File: src/rtl/imem_loader.sv
// Boot-time instruction loader: assembles a big-endian byte stream into words, writes them
// to instruction memory and holds the core until the trailing XOR checksum has matched.
module imem_loader #(
    parameter int          ADDR_WIDTH = 7,
    parameter logic [31:0] BASE_ADDR  = 32'h0
) (
    input  logic                  clk,
    input  logic                  reset,
    input  logic [7:0]            in_data,
    input  logic                  in_valid,
    output logic                  in_ready,
    output logic                  imem_we,
    output logic [31:0]           imem_addr,
    output logic [31:0]           imem_wdata,
    output logic [ADDR_WIDTH:0]   words_loaded,
    output logic                  load_done,
    output logic                  load_error,
    output logic                  cpu_run
);
    localparam logic [31:0]         MAX_WORDS = 32'(2 ** ADDR_WIDTH);
    localparam logic [ADDR_WIDTH:0] ONE_W     = (ADDR_WIDTH+1)'(1);

    localparam logic [2:0] S_HDR   = 3'd0;
    localparam logic [2:0] S_LOAD  = 3'd1;
    localparam logic [2:0] S_CHECK = 3'd2;
    localparam logic [2:0] S_DONE  = 3'd3;
    localparam logic [2:0] S_ERROR = 3'd4;

    logic [2:0]            state_q, state_d;
    logic [1:0]            byte_cnt_q, byte_cnt_d;
    logic [23:0]           shift_q, shift_d;
    logic [ADDR_WIDTH-1:0] index_q, index_d;
    logic [ADDR_WIDTH:0]   count_q, count_d;
    logic [31:0]           checksum_q, checksum_d;
    logic                  imem_we_q, imem_we_d;
    logic [31:0]           imem_addr_q, imem_addr_d;
    logic [31:0]           imem_wdata_q, imem_wdata_d;
    logic [ADDR_WIDTH:0]   words_loaded_q, words_loaded_d;
    logic                  done_q, done_d;
    logic                  error_q, error_d;

    logic                  fire, word_done;
    logic [31:0]           word;
    logic [ADDR_WIDTH:0]   index_inc;

    // Ready depends on registered state only, so upstream never sees a combinational loop.
    assign in_ready  = (state_q == S_HDR) || (state_q == S_LOAD) || (state_q == S_CHECK);
    assign fire      = in_valid && in_ready;
    assign word_done = fire && (byte_cnt_q == 2'd3);
    assign word      = {shift_q, in_data};
    assign index_inc = {1'b0, index_q} + ONE_W;

    always_comb begin
        state_d        = state_q;
        byte_cnt_d     = byte_cnt_q;
        shift_d        = shift_q;
        index_d        = index_q;
        count_d        = count_q;
        checksum_d     = checksum_q;
        imem_we_d      = 1'b0;
        imem_addr_d    = imem_addr_q;
        imem_wdata_d   = imem_wdata_q;
        words_loaded_d = words_loaded_q;
        done_d         = done_q;
        error_d        = error_q;

        if (fire) begin
            byte_cnt_d = byte_cnt_q + 2'd1;
            shift_d    = {shift_q[15:0], in_data};
        end

        if (word_done) begin
            case (state_q)
                S_HDR: begin
                    count_d = word[ADDR_WIDTH:0];
                    if (word > MAX_WORDS) begin
                        state_d = S_ERROR;
                        error_d = 1'b1;
                    end else if (word == 32'h0) begin
                        state_d = S_CHECK;
                    end else begin
                        state_d = S_LOAD;
                    end
                end
                S_LOAD: begin
                    imem_we_d      = 1'b1;
                    imem_addr_d    = BASE_ADDR + {{(30-ADDR_WIDTH){1'b0}}, index_q, 2'b00};
                    imem_wdata_d   = word;
                    words_loaded_d = words_loaded_q + ONE_W;
                    checksum_d     = checksum_q ^ word;
                    index_d        = index_q + {{(ADDR_WIDTH-1){1'b0}}, 1'b1};
                    if (index_inc == count_q) state_d = S_CHECK;
                end
                S_CHECK: begin
                    if (word == checksum_q) begin
                        state_d = S_DONE;
                        done_d  = 1'b1;
                    end else begin
                        state_d = S_ERROR;
                        error_d = 1'b1;
                    end
                end
                default: ;
            endcase
        end
    end

    always_ff @(posedge clk) begin
        if (!reset) begin
            state_q        <= S_HDR;
            byte_cnt_q     <= 2'd0;
            shift_q        <= 24'h0;
            index_q        <= '0;
            count_q        <= '0;
            checksum_q     <= 32'h0;
            imem_we_q      <= 1'b0;
            imem_addr_q    <= BASE_ADDR;
            imem_wdata_q   <= 32'h0;
            words_loaded_q <= '0;
            done_q         <= 1'b0;
            error_q        <= 1'b0;
        end else begin
            state_q        <= state_d;
            byte_cnt_q     <= byte_cnt_d;
            shift_q        <= shift_d;
            index_q        <= index_d;
            count_q        <= count_d;
            checksum_q     <= checksum_d;
            imem_we_q      <= imem_we_d;
            imem_addr_q    <= imem_addr_d;
            imem_wdata_q   <= imem_wdata_d;
            words_loaded_q <= words_loaded_d;
            done_q         <= done_d;
            error_q        <= error_d;
        end
    end

    assign imem_we      = imem_we_q;
    assign imem_addr    = imem_addr_q;
    assign imem_wdata   = imem_wdata_q;
    assign words_loaded = words_loaded_q;
    assign load_done    = done_q;
    assign load_error   = error_q;
    assign cpu_run      = done_q;
endmodule

File: config.mk
export PLATFORM = sky130hd
export DESIGN_NAME = imem_loader
export DESIGN_NICKNAME = d
export VERILOG_FILES = /design/src/rtl/imem_loader.sv
export SDC_FILE = /design/constraint.sdc
export NUM_CORES = 1
export LEC_CHECK = 0
export CORE_UTILIZATION = 58
export DETAILED_ROUTE_END_ITERATION = 8
export PLACE_DENSITY = 0.95
export SLEW_MARGIN = 20
export SYNTH_ARGS = -nofsm -noshare
export SYNTH_HDL_FRONTEND = slang
export SYNTH_SLANG_ARGS = --single-unit
File: constraint.sdc
create_clock -name clk -period 4.3 [get_ports clk]
set_clock_uncertainty 0.05 [all_clocks]
set_input_delay 0.43 -clock clk [delete_from_list [all_inputs] [get_ports clk]]
set_output_delay 0.43 -clock clk [all_outputs]
set_load 0.01 [all_outputs]
==> qor.csv <==
metric;value;unit
status;finished, final reports clean;
portBuffers;62;
tightest_slew;1040;ps
r2r_slack;1920;ps
post-place-ws;1520;ps
postPlaceCellArea;0.00621;sq mm
rr_startpoint;state_q[1];
layout_setup_ws;1920;ps
critical_path_class;register to register;
rows;35;
hold_start;imem_wdata[13];
rsz0062_at_grt;false;
synth.largest_area_cell;dfxtp_1;
synthTopCellsByArea;dfxtp_1, xnor2_1, nand2_1;
hp-class;register to register;
grt_pass1_wl;22.4;mm
tns;0;ps
required;4650;ps
slew_headroom;30.7;%
fin_area;0.00684;sq mm
grt_pass1_vias;4478;
vias;4674;
hold_buffers;0;
p_leak;0.00241;uW
synth-simple-area-share;22.4;%
cts_tree;built;
worstSetupEndpointType;register;
yosysWarnings;0;
synthArstFlopShare;0;%
clk_pin_slew;60;ps
cp_max_fo;26;
ys_seq_elements;126;
wire_per_inst;16.9;um
syn_area_per_cell;8.96;sq um
die_y;101;um
layout_commonest_cell;nand2_1;
antenna_cells;0;
final_cell_mix;nand2_1, dfxtp_1, xnor2_1, a21boi_0, clkdlybuf4s50_1;
cts.path.max_buffers;2;
drt-pass1-iter-count;5;
slew_violations;0;
fin_crit;2380;ps
cts_resized;0;
synth_mux_area_share;1.24;%
core_area;0.00933;sq mm
cts_made_buffers;17;
synth_top_family_by_area;simple AND/OR/NAND/NOR gates;
synth_fa_ha_area_share;0.664;%
cts.sinks;126;
drcViolationCount;0;
vdd_ir_drop_max;0.310;mV
h-tree-depth;4;
grt_use_total;28.8;%
overflow;0;
cts_setup_buffers;0;
ys_types;45;
syn_to_final_growth;21.0;%
hold_violations;0;
grt_max_degree;75;
ys_seq_area_share;44.6;%
fillCellCount;578;
startpoint;state_q[1];
io_pins;88;
synth_top_area_share;44.6;%
setup_violations;0;
hpwlAfterDp;8.54;mm
crit_arrival;2730;ps
final_antenna_net_count;0;
fin_crit_sh;55.5;%
syn_area;0.00566;sq mm
timing.fmax;419;MHz
initial_core_util;60.6;%
vias_per_cell;5.69;
die_w;101;um
synth_compound_area_share;11.7;%
drt_iter0_drc;391;
drive_gt1_share;6.49;%
max_cap_violations;0;
synthCells;631;
startpoint_type;register;
synthXorXnorAreaFrac;13.0;%
postRouteWirelength;13.9;mm
dieArea;0.0101;sq mm
routabilityCongestion;0.875;
synth_ff_type;dfxtp_1;
powerDensity;409;mW/mm^2
cts_root_buffer;clkbuf_8;
synth_edf_count;0;
nets;694;
clock_latency;530;ps
antenna_found_initial;0;
-- stage by stage --
stage               hold WS [ps]  cells  power [uW]  util, %
finish                       412    822        2800     73.3
global route                 429    822        2870     73.3
CTS                          417    821        2800     73.2
detailed placement           406    789        1320     66.5
global placement             402    789        1320     66.5
floorplan                    397    655        1310        -
-- critical path: stages (launching register included) --
cell	delay [ps]
dfxtp_1	420
nand2_1	140
and3b_1	780
and2_1	280
nand4_1	110
o41ai_2	340
a31oi_1	130
-- synth_stat cells, types with 3 or more instances --
| cell type | n |
|---|---|
| nand2_1 | 148 |
| nand3_1 | 6 |
| xor2_1 | 8 |
| and2_1 | 44 |
| or3_1 | 3 |
| nor2b_1 | 10 |
| dfxtp_1 | 126 |
| buf_2 | 9 |
| a21oi_1 | 3 |
| mux2i_1 | 7 |
| ha_1 | 3 |
| buf_4 | 26 |
| xnor2_1 | 76 |
| nor2_1 | 6 |
| buf_1 | 3 |
| o21a_1 | 3 |
| o21ai_0 | 7 |
| clkbuf_1 | 21 |
| nand4_1 | 12 |
| nand4b_1 | 3 |
| nor3_1 | 5 |
| nor4_1 | 9 |
| a21boi_0 | 69 |
-- state kept, by name, indices dropped and copies added (netlist names), 3 cells and up --
register,count
state_q,3
words_loaded,8
count_q,8
shift_q,24
imem_addr,7
checksum_q,32
imem_wdata,32
index_q,7
-- worst paths after layout --
kind | end | cells after the start
setup / recovery | state_q[0] | 6
hold / removal | imem_wdata[13] | 2
setup reg to reg | state_q[0] | 6
hold reg to reg | imem_wdata[13] | 2
-- power by group --
group | switching (uW) | internal (uW)
clock network | 533 | 959
registers | 17.7 | 1180
logic | 68.1 | 44.2
total | 619 | 2180
-- routing by layer --
metal / routed length (um) / global-route usage, % / vias up
met5: 0 / 0 / -
met4: 564 / 15.1 / 0
met3: 1040 / 6.73 / 57
met2: 6740 / 48.4 / 301
met1: 5560 / 34.3 / 2198
li1: - / - / 2118
-- area by class of cell --
type                       count  area, sq um  area share (%)
clock buffer                  19          432            6.31
clock inverter                13          189            2.76
tap                          129          161            2.36
timing repair buffer          67          661            9.66
multi-input combinational    468         2880            42.0
sequential                   126         2520            36.9
-- cell families after synthesis --
kind of cell	count (synthesis)
XOR/XNOR	84
AND/OR/NAND/NOR	259
multiplexers	7
flip-flops	126
AO/OA/AOI/OAI	90
buffers and inverters	61
other	1
adder cells (fa/ha/maj)	3
Note: power is estimated with default switching activity, not from simulation.
